$ cat src/rtl/ram_seq_pkg.sv
`default_nettype none
// ============================================================================
// Module      : ram_seq_pkg
// Description : Shared state encoding, address field widths and default
//               timing parameters for the DRAM access sequencer.
// Revision    : 1.0 - initial release
// ============================================================================
package ram_seq_pkg;

    localparam int c_row_w              = 11;
    localparam int c_col_w              = 10;
    localparam int c_ra_w               = 11;
    localparam int c_ref_interval_def   = 375;
    localparam int c_pre_cycles_def     = 2;
    localparam int c_ref_ras_cycles_def = 3;

    typedef enum logic [2:0] {
        S_IDLE = 3'd0,
        S_ROW  = 3'd1,
        S_COL  = 3'd2,
        S_CAS  = 3'd3,
        S_HOLD = 3'd4,
        S_PRE  = 3'd5,
        S_RCAS = 3'd6,
        S_RRAS = 3'd7
    } ram_state_t;

endpackage
`default_nettype wire

$ cat src/rtl/ram_refresh_timer.sv
`default_nettype none
// ============================================================================
// Module      : ram_refresh_timer
// Description : Free-running refresh interval counter with a single-bit
//               pending flag, cleared when the sequencer starts a refresh.
// Revision    : 1.0 - initial release
// ============================================================================
module ram_refresh_timer #(
    parameter int REF_INTERVAL = 375
) (
    input  logic clk,
    input  logic rst,
    input  logic i_clr,
    output logic o_pending
);

    localparam int                c_cnt_w = $clog2(REF_INTERVAL);
    localparam logic [c_cnt_w-1:0] c_last = c_cnt_w'(REF_INTERVAL - 1);

    logic [c_cnt_w-1:0] r_cnt;
    logic               r_pending;

    // A fresh expiry wins over a simultaneous clear so no interval is skipped.
    always_ff @(posedge clk or posedge rst) begin
        if (rst) begin
            r_cnt     <= '0;
            r_pending <= 1'b0;
        end else if (r_cnt == c_last) begin
            r_cnt     <= '0;
            r_pending <= 1'b1;
        end else begin
            r_cnt <= r_cnt + 1'b1;
            if (i_clr) begin
                r_pending <= 1'b0;
            end
        end
    end

    assign o_pending = r_pending;

endmodule
`default_nettype wire

$ cat src/rtl/ram_seq.sv
`default_nettype none
// ============================================================================
// Module      : ram_seq
// Description : 68000-side DRAM access sequencer with registered RAS/CAS/WE
//               strobes; CAS-before-RAS refresh when RAM_REFRESH_EN is defined.
// Revision    : 1.0 - initial release
// ============================================================================
module ram_seq
    import ram_seq_pkg::*;
#(
    parameter int REF_INTERVAL   = c_ref_interval_def,
    parameter int PRE_CYCLES     = c_pre_cycles_def,
    parameter int REF_RAS_CYCLES = c_ref_ras_cycles_def
) (
    input  logic              CLK,
    input  logic              RES,
    input  logic [21:1]       A,
    input  logic              nWE,
    input  logic              nUDS,
    input  logic              nLDS,
    input  logic              RAMCS,
    input  logic              BACT,
    output logic [c_ra_w-1:0] RA,
    output logic              nRAS,
    output logic              nCASH,
    output logic              nCASL,
    output logic              nRAMWE,
    output logic              RAMReady,
    output logic              RefBusy
);

    localparam logic [2:0] c_pre_last = 3'(PRE_CYCLES - 1);
    localparam logic [2:0] c_ras_last = 3'(REF_RAS_CYCLES - 1);

    if (PRE_CYCLES < 1 || PRE_CYCLES > 7 || REF_RAS_CYCLES < 1 || REF_RAS_CYCLES > 7
        || REF_INTERVAL < 2) begin : g_bad_param
        $error("ram_seq: timing parameter out of range");
    end

    ram_state_t        r_state;
    ram_state_t        w_next;
    ram_state_t        w_decide;
    logic [2:0]        r_cnt;
    logic              r_ref;
    logic              r_we_n;
    logic              w_pending;
    logic              w_ref_clr;
    logic [c_ra_w-1:0] w_row;
    logic [c_ra_w-1:0] w_col;
    logic [c_ra_w-1:0] w_ra;
    logic              w_ras_n;
    logic              w_cash_n;
    logic              w_casl_n;
    logic              w_we_n;
    logic              w_ready;
    logic              w_busy;

    assign w_row     = A[21:11];
    assign w_col     = {1'b0, A[10:1]};
    assign w_ref_clr = (r_state == S_RCAS);

`ifdef RAM_REFRESH_EN
    ram_refresh_timer #(
        .REF_INTERVAL(REF_INTERVAL)
    ) u_refresh_timer (
        .clk      (CLK),
        .rst      (RES),
        .i_clr    (w_ref_clr),
        .o_pending(w_pending)
    );
`else
    assign w_pending = 1'b0;
`endif

    // Refresh outranks a CPU request; PRE reuses this so a back-to-back
    // access sees exactly PRE_CYCLES of nRAS high.
    always_comb begin
        w_decide = S_IDLE;
        if (w_pending) begin
            w_decide = S_RCAS;
        end else if (RAMCS && BACT) begin
            w_decide = S_ROW;
        end
    end

    always_comb begin
        w_next = r_state;
        case (r_state)
            S_IDLE: w_next = w_decide;
            S_ROW:  w_next = BACT ? S_COL : S_PRE;
            S_COL:  w_next = BACT ? S_CAS : S_PRE;
            S_CAS:  w_next = S_HOLD;
            S_HOLD: w_next = BACT ? S_HOLD : S_PRE;
            S_PRE:  w_next = (r_cnt == c_pre_last) ? w_decide : S_PRE;
            S_RCAS: w_next = S_RRAS;
            S_RRAS: w_next = (r_cnt == c_ras_last) ? S_PRE : S_RRAS;
            default: w_next = S_IDLE;
        endcase
    end

    always_ff @(posedge CLK or posedge RES) begin
        if (RES) begin
            r_state <= S_IDLE;
            r_cnt   <= '0;
            r_ref   <= 1'b0;
            r_we_n  <= 1'b1;
        end else begin
            r_state <= w_next;
            r_cnt   <= (w_next != r_state) ? 3'd0 : r_cnt + 3'd1;
            if (w_next == S_RCAS) begin
                r_ref <= 1'b1;
            end else if (w_next == S_ROW || w_next == S_IDLE) begin
                r_ref <= 1'b0;
            end
            if (w_next == S_ROW && r_state != S_ROW) begin
                r_we_n <= nWE;
            end
        end
    end

    // Output decode from the current state; registered below, so every
    // strobe trails its state by one clock.
    always_comb begin
        w_ra     = RA;
        w_ras_n  = 1'b1;
        w_cash_n = 1'b1;
        w_casl_n = 1'b1;
        w_we_n   = 1'b1;
        w_ready  = 1'b0;
        w_busy   = 1'b0;
        case (r_state)
            S_ROW: begin
                w_ra    = w_row;
                w_ras_n = 1'b0;
                w_we_n  = r_we_n;
            end
            S_COL: begin
                w_ra    = w_col;
                w_ras_n = 1'b0;
                w_we_n  = r_we_n;
            end
            S_CAS: begin
                w_ras_n  = 1'b0;
                w_cash_n = nUDS;
                w_casl_n = nLDS;
                w_we_n   = r_we_n;
                w_ready  = 1'b1;
            end
            S_HOLD: begin
                w_ras_n  = 1'b0;
                w_cash_n = nCASH;
                w_casl_n = nCASL;
                w_we_n   = r_we_n;
            end
            S_PRE: begin
                w_busy = r_ref;
            end
            S_RCAS: begin
                w_cash_n = 1'b0;
                w_casl_n = 1'b0;
                w_busy   = 1'b1;
            end
            S_RRAS: begin
                w_ras_n  = 1'b0;
                w_cash_n = 1'b0;
                w_casl_n = 1'b0;
                w_busy   = 1'b1;
            end
            default: begin
                w_ra = RA;
            end
        endcase
    end

    always_ff @(posedge CLK or posedge RES) begin
        if (RES) begin
            RA       <= '0;
            nRAS     <= 1'b1;
            nCASH    <= 1'b1;
            nCASL    <= 1'b1;
            nRAMWE   <= 1'b1;
            RAMReady <= 1'b0;
            RefBusy  <= 1'b0;
        end else begin
            RA       <= w_ra;
            nRAS     <= w_ras_n;
            nCASH    <= w_cash_n;
            nCASL    <= w_casl_n;
            nRAMWE   <= w_we_n;
            RAMReady <= w_ready;
            RefBusy  <= w_busy;
        end
    end

endmodule
`default_nettype wire
$ cat config.mk
export PLATFORM = sky130hd
export DESIGN_NAME = ram_seq
export DESIGN_NICKNAME = d
export VERILOG_FILES = /design/src/rtl/ram_seq_pkg.sv /design/src/rtl/ram_refresh_timer.sv /design/src/rtl/ram_seq.sv
export SDC_FILE = /design/constraint.sdc
export NUM_CORES = 1
export LEC_CHECK = 0
export CORE_ASPECT_RATIO = 0.75
export CORE_MARGIN = 8
export CORE_UTILIZATION = 30
export CTS_BUF_LIST = sky130_fd_sc_hd__clkbuf_16
export DETAILED_ROUTE_END_ITERATION = 12
export PLACE_DENSITY_LB_ADDON = 0.05
export SLEW_MARGIN = 10
export SYNTH_ARGS = -nofsm -noshare
export SYNTH_HDL_FRONTEND = slang
export SYNTH_SLANG_ARGS = --single-unit
$ cat constraint.sdc
create_clock -name CLK -period 1.95 [get_ports CLK]
set_clock_uncertainty 0.15 [all_clocks]
set_input_delay 0.39 -clock CLK [delete_from_list [all_inputs] [get_ports CLK]]
set_output_delay 0.39 -clock CLK [all_outputs]
set_load 0.03 [all_outputs]
==> key figures, run 1 <==
Placement
  – Number of port buffers: 44
  – Global placer's final weighted congestion: between 0.7 and 0.8
  – Dpl hpwl: ~2700 µm

Floorplan
  – I/O pins: 45
  – Row Count: 21
  – Horiz. Die Dim: about 93 µm
  – Die Span Y: roughly 73 µm
  – Die ar.: 6800 µm²
  – Initial Utilization: a little under a third
  – Core area: 4340 µm²

Clocking
  – Worst skew pair latency: between 200 and 300 ps
  – Clock Path Buffers: 2
  – Setup Buffers After CTS: 0
  – CTS Buf Count: 3
  – Number of H-tree levels: 1
  – CTS Root Cell: clkbuf_16
  – Clock sinks: 25
  – Hold_buf cts: 0
  – Clock transition at path regs: 70 ps
  – CTS tree: built

Route
  – Post-DR vias/cell: about 5
  – Post-Route WL: 3620 µm
  – Via count: about 1200
  – Drt drc: 0
  – Starting DRT DRC Count: between 70 and 80
  – Final ANT Viol Nets: 0
  – Detailed Routing Iterations Pass 1: 3
  – Drt wl/cell: 15.1 µm

Setup path
  – Critical path type: register to output pin
  – Kind of start point of the critical path: register
  – Critical path buffer and inverter count: 1
  – CP top delay family: buffers and inverters
  – Slowest stage cell, crit path: clkdlybuf4s50_1
  – Crit-path cells: clkdlybuf4s50_1
  – CP peak stage delay: between 600 and 700 ps
  – Arrival time at the worst endpoint: around 1300 ps
  – Largest fanout on the critical path: 4
  – Req. time, crit path: between 1000 and 1500 ps
  – Element type at the critical path end: output pin

Global route
  – First-pass GRT wire length: just over 6000 µm
  – Initial antenna violation count: 0
  – Gr ovfl total: 0
  – GRT Overall Usage: around 11%
  – Top Usage Layer GRT: met2
  – Met3 Use GR: 3.78%
  – Largest net degree at the start of global routing: 31
  – Met2 usage: 17.6%
  – GRT met1 Usage: between 10% and 20%
  – Vias in the first global route: about 1200

Synth
  – Part of the Yosys area used for sequential elements: 47.9%
  – Top FF cell, synth: dfrtp_1
  – Syn Std Cell Area: roughly 1300 µm²
  – Flops & latches, synth: 25
  – Post-Syn Area per Cell: about 9.8 µm²
  – Synth Instances: 135
  – Netlist cell types: 37
  – FFs w/ async S/R, synth: 100%
  – Synth Warn #: 0
  – Net count after synthesis: approximately 170
  – Post-synth EDFFs: 0

Cells and area
  – Biggest register: RA
  – Area Growth Syn to Fin: 46.4%
  – Largest regs: RA: 11 flops, r_cnt: 3 flops, r_state: 3 flops
  – ANT cells: 0
  – Layout cell share with drive strength beyond 1: between 10% and 20%
  – Leading cell types in the layout, fill and taps excluded: clkdlybuf4s50_1, o22ai_1, dfrtp_1
  – Final nets: between 200 and 250
  – Max reg flops: 11
  – Layout fillers: 434
  – Commonest non-fill, non-tap cell in the layout: clkdlybuf4s50_1

Flow run
  – Max Cap Viol: 0

Timing
  – Final hold vios: 0
  – Final period util: a little over nine tenths
  – Post-Route Setup TNS: 0 ps
  – Least-Margin Pin Slew: 528 ps
  – Min Tclk post-route: 1880 ps
  – Final setup violation count: 0
  – Achievable Freq: 531 MHz
  – Max-slew violations: 0
  – RSZ-0062 raised after global routing: false
  – Max transition margin: around 65%

Pwr
  – LEAKAGE: roughly 0.00080 µW
  – VDD IR-drop max: slightly above 0.0009 V
  – Tot Pwr: roughly 3200 µW
  – PD cells: 1650 nW/µm²

Outcome
  – Outcome: finished clean

Min path
  – Path type of the worst min-delay path: input port to async pin
## area by class of cell
cell class,count,area [µm²],area share [%]
inverter,7,26.3,1.36
clock buffer,3,75.1,3.89
tap,57,71.3,3.69
clock inverter,1,5.00,0.259
multi-input combinational,94,618,32.0
sequential,25,632,32.7
timing repair buffer,53,503,26.1
## where the power goes
part,leakage [µW],switching [µW],internal (µW),total (µW)
clock,0.0000409,187,276,463
sequential,0.000299,226,770,997
combinational,0.000455,940,786,1730
## stage by stage
stage / hold slack (ps) / instances / utilization [%] / area (µm²) / worst slack, ps
2_1_floorplan: 264 / 135 / - / 1320 / 400
3_3_place_gp: 327 / 236 / 42.6 / 1850 / 86.8
3_5_place_dp: 328 / 236 / 42.6 / 1850 / 14.0
4_1_cts: 343 / 240 / 44.4 / 1920 / 50.4
5_1_grt: 373 / 240 / 44.5 / 1930 / 2.18
6_report: 339 / 240 / 44.5 / 1930 / 66.0
## metal layers
layer	vias up	wire, µm	share of wire [%]
li1	596	-	-
met1	573	1740	48
met2	24	1680	46
met3	2	187	5.2
met4	0	11	0.30
met5	-	0	0
## Yosys cell counts (all sizes together), types with 3 or more instances
cell / count / area [µm²]
dfstp: 5 / 131
a21oi: 17 / 88.8
inv: 6 / 22.5
o21ai: 3 / 15.0
o22ai: 22 / 138
dfrtp: 20 / 500
nand2: 7 / 26.3
nor2: 9 / 33.8
nor2b: 3 / 18.8
ha: 3 / 37.5
buf: 7 / 41.3
nand2b: 3 / 18.8
o22a: 5 / 43.8
## final timing paths
check	startpoint	depth (start not counted)	to	slack, ps
setup / recovery	RA[7]	1	RA[7]	70
hold / removal	RES	3	RA[8]	340
setup reg to reg	r_state[0]	4	RA[4]	150
hold reg to reg	r_ref	1	r_ref	340
max in group asynchronous	RES	3	r_we_n	1020
min in group CLK	r_ref	1	r_ref	340
## kinds of logic after synthesis
family | share of synthesized area, %
simple gates | 13.4
compound gates | 26.1
mux | 1.90
flops | 47.9
buf+inv | 5.79
fa+ha+maj | 3.61
xor+xnor | 1.33
## timing repair
item | in CTS | in global routing
resized for setup | 4 | 1
pin swaps | 0 | 0
setup endpoints to repair | 4 | 1
Note: power is estimated with default switching activity, not from simulation.
==> inputs of run 2 (changes only) <==
--- a/config.mk
+++ b/config.mk
@@ -6,7 +6,7 @@
 export NUM_CORES = 1
 export LEC_CHECK = 0
 export CORE_ASPECT_RATIO = 0.75
-export CORE_MARGIN = 8
+export CORE_MARGIN = 2
 export CORE_UTILIZATION = 30
 export CTS_BUF_LIST = sky130_fd_sc_hd__clkbuf_16
 export DETAILED_ROUTE_END_ITERATION = 12
==> key figures, run 2 (synthesis results as in run 1) <==
Outcome
  – Outcome: finished clean (unchanged)

Timing
  – Least-Margin Pin Slew: 521 ps (was 528 ps)
  – Max transition margin: 65.2% (was 64.8%)
  – Achievable Freq: 528 MHz (was 531 MHz)
  – RSZ-0062 raised after global routing: false (unchanged)
  – Max-slew violations: 0 (unchanged)
  – Final setup violation count: 0 (unchanged)
  – Min Tclk post-route: 1890 ps (was 1880 ps)
  – Final period util: 97.1% (was 96.6%)
  – Final hold vios: 0 (unchanged)
  – PnR worst setup slack: 56.9 ps (was 66.0 ps)

Cells and area
  – Area Growth Syn to Fin: 47.3% (was 46.4%)
  – Design area: 1940 µm² (was 1930 µm²)
  – Storage cell area: 632 µm² (unchanged)
  – Post-Layout Cell Count: 240 (unchanged)
  – Layout fillers: 409 (was 434)
  – Largest regs: RA: 11 flops, r_cnt: 3 flops, r_state: 3 flops (unchanged)
  – Biggest register: RA (unchanged)
  – ANT cells: 0 (unchanged)
  – Area of the multi-input gates: 616 µm² (was 618 µm²)
  – Util after Layout: 47.1% (was 44.5%)
  – Final nets: 217 (was 215)
  – Max reg flops: 11 (unchanged)
  – Layout cell share with drive strength beyond 1: 13.5% (was 12.6%)
  – Commonest non-fill, non-tap cell in the layout: clkdlybuf4s50_1 (unchanged)
  – Leading cell types in the layout, fill and taps excluded: clkdlybuf4s50_1, o22ai_1, dfrtp_1 (unchanged)

Min path
  – Path type of the worst min-delay path: input port to async pin (unchanged)

Setup path
  – Slowest stage cell, crit path: clkdlybuf4s50_1 (unchanged)
  – CP peak stage delay: 690 ps (about the same)
  – Arrival time at the worst endpoint: 1350 ps (was 1340 ps)
  – Req. time, crit path: 1410 ps (about the same)
  – Element type at the critical path end: output pin (unchanged)
  – Critical path type: register to output pin (unchanged)
  – Kind of start point of the critical path: register (unchanged)
  – CP top delay family: buffers and inverters (unchanged)
  – Largest fanout on the critical path: 4 (unchanged)
  – Crit-path cells: clkdlybuf4s50_1 (unchanged)
  – Critical path buffer and inverter count: 1 (unchanged)

Clocking
  – Worst skew pair latency: 260 ps (about the same)
  – CTS Buf Count: 3 (unchanged)
  – Number of H-tree levels: 1 (unchanged)
  – Clock transition at path regs: 70 ps (about the same)
  – CTS tree: built (unchanged)
  – Clock sinks: 25 (unchanged)
  – Setup Buffers After CTS: 0 (unchanged)
  – Clock Path Buffers: 2 (unchanged)
  – CTS Root Cell: clkbuf_16 (unchanged)

Route
  – Final ANT Viol Nets: 0 (unchanged)
  – Drt drc: 0 (unchanged)
  – Detailed Routing Iterations Pass 1: 4 (was 3)
  – Post-Route WL: 3460 µm (was 3620 µm)
  – Starting DRT DRC Count: 63 (was 78)
  – Drt wl/cell: 14.4 µm (was 15.1 µm)
  – Via count: 1207 (was 1195)
  – Post-DR vias/cell: 5.03 (was 4.98)

Pwr
  – Tot Pwr: 3190 µW (about the same)
  – LEAKAGE: 0.000804 µW (was 0.000796 µW)
  – PD cells: 1640 nW/µm² (was 1650 nW/µm²)
  – VDD IR-drop max: 0.000786 V (was 0.000921 V)

Placement
  – DP Cell Count: 236 (unchanged)
  – Dpl hpwl: 2490 µm (was 2690 µm)
  – Post-placement cell area: 1860 µm² (was 1850 µm²)
  – Dpl ws: -7.48 ps (was 14.0 ps)
  – Global placer's final weighted congestion: 0.710 (was 0.735)
  – Number of port buffers: 44 (unchanged)

Floorplan
  – Die ar.: 4950 µm² (was 6800 µm²)
  – Row Count: 20 (was 21)
  – Core area: 4130 µm² (was 4340 µm²)
  – Die Span Y: 61.4 µm (was 73.4 µm)
  – Horiz. Die Dim: 80.6 µm (was 92.6 µm)
  – I/O pins: 45 (unchanged)
  – Initial Utilization: 31.9% (was 30.4%)

Global route
  – GRT Overall Usage: 14.5% (was 11.1%)
  – Largest net degree at the start of global routing: 26 (was 31)
  – Vias in the first global route: 1179 (was 1225)
  – First-pass GRT wire length: 5400 µm (was 6200 µm)
  – Gr ovfl total: 0 (unchanged)
  – Initial antenna violation count: 0 (unchanged)

Flow run
  – Max Cap Viol: 0 (unchanged)
[run 2: cell count changes in the layout (fill, tap and decap cells not counted)]
| cell | change |
|---|---|
| a32oi_2 | -1 |
| nor3b_1 | -1 |
| buf_4 | +2 |
| nor3b_2 | +1 |
| clkinvlp_4 | +1 |
| a32oi_1 | +1 |
| clkinv_2 | -1 |
[run 2: timing repair]
action / in CTS / in global routing
resized for setup: 4 / 1
hold buffers: 0 / 0
endpoints found under the setup margin: 4 / 3
[run 2: worst paths after layout]
| check | endpoint | slack [ps] | startpoint | cells past startpoint |
|---|---|---|---|---|
| min in group CLK | nRAMWE | 340 | r_we_n | 1 |
| max in group asynchronous | r_we_n | 1040 | RES | 3 |
| worst min register to register | nRAMWE | 340 | r_we_n | 1 |
| worst max register to register | RA[3] | 180 | r_state[0] | 4 |
| worst max-delay path | RA[5] | 60 | RA[5] | 1 |
| worst min-delay path | RA[8] | 330 | RES | 3 |
[run 2: where the power goes]
group,internal [µW],leakage [µW],switching (µW)
Sequential,770,0.000299,224
Combinational,789,0.000467,940
Clock,279,0.0000371,190
[run 2: layout make-up]
class	instances	area share (%)
multi-input cells	94	31.7
clock inverters	1	0.386
inverters	7	1.35
repair buffers	55	26.7
clock buffers	3	3.86
well taps	55	3.54
flip-flops and latches	25	32.5
[run 2: metal layers]
metal / vias to the layer above / GRT usage, % / wire length (µm)
li1: 597 / - / -
met1: 566 / 19.3 / 1600
met2: 42 / 23.6 / 1650
met3: 2 / 4.11 / 191
met4: 0 / 4.12 / 16
met5: - / 0 / 0
[run 2: through the flow]
stage               hold WS [ps]  TNS [ps]
global route                 365         0
global placement             332         0
finish                       328         0
detailed placement           334     -7.48
floorplan                    264         0
CTS                          341         0
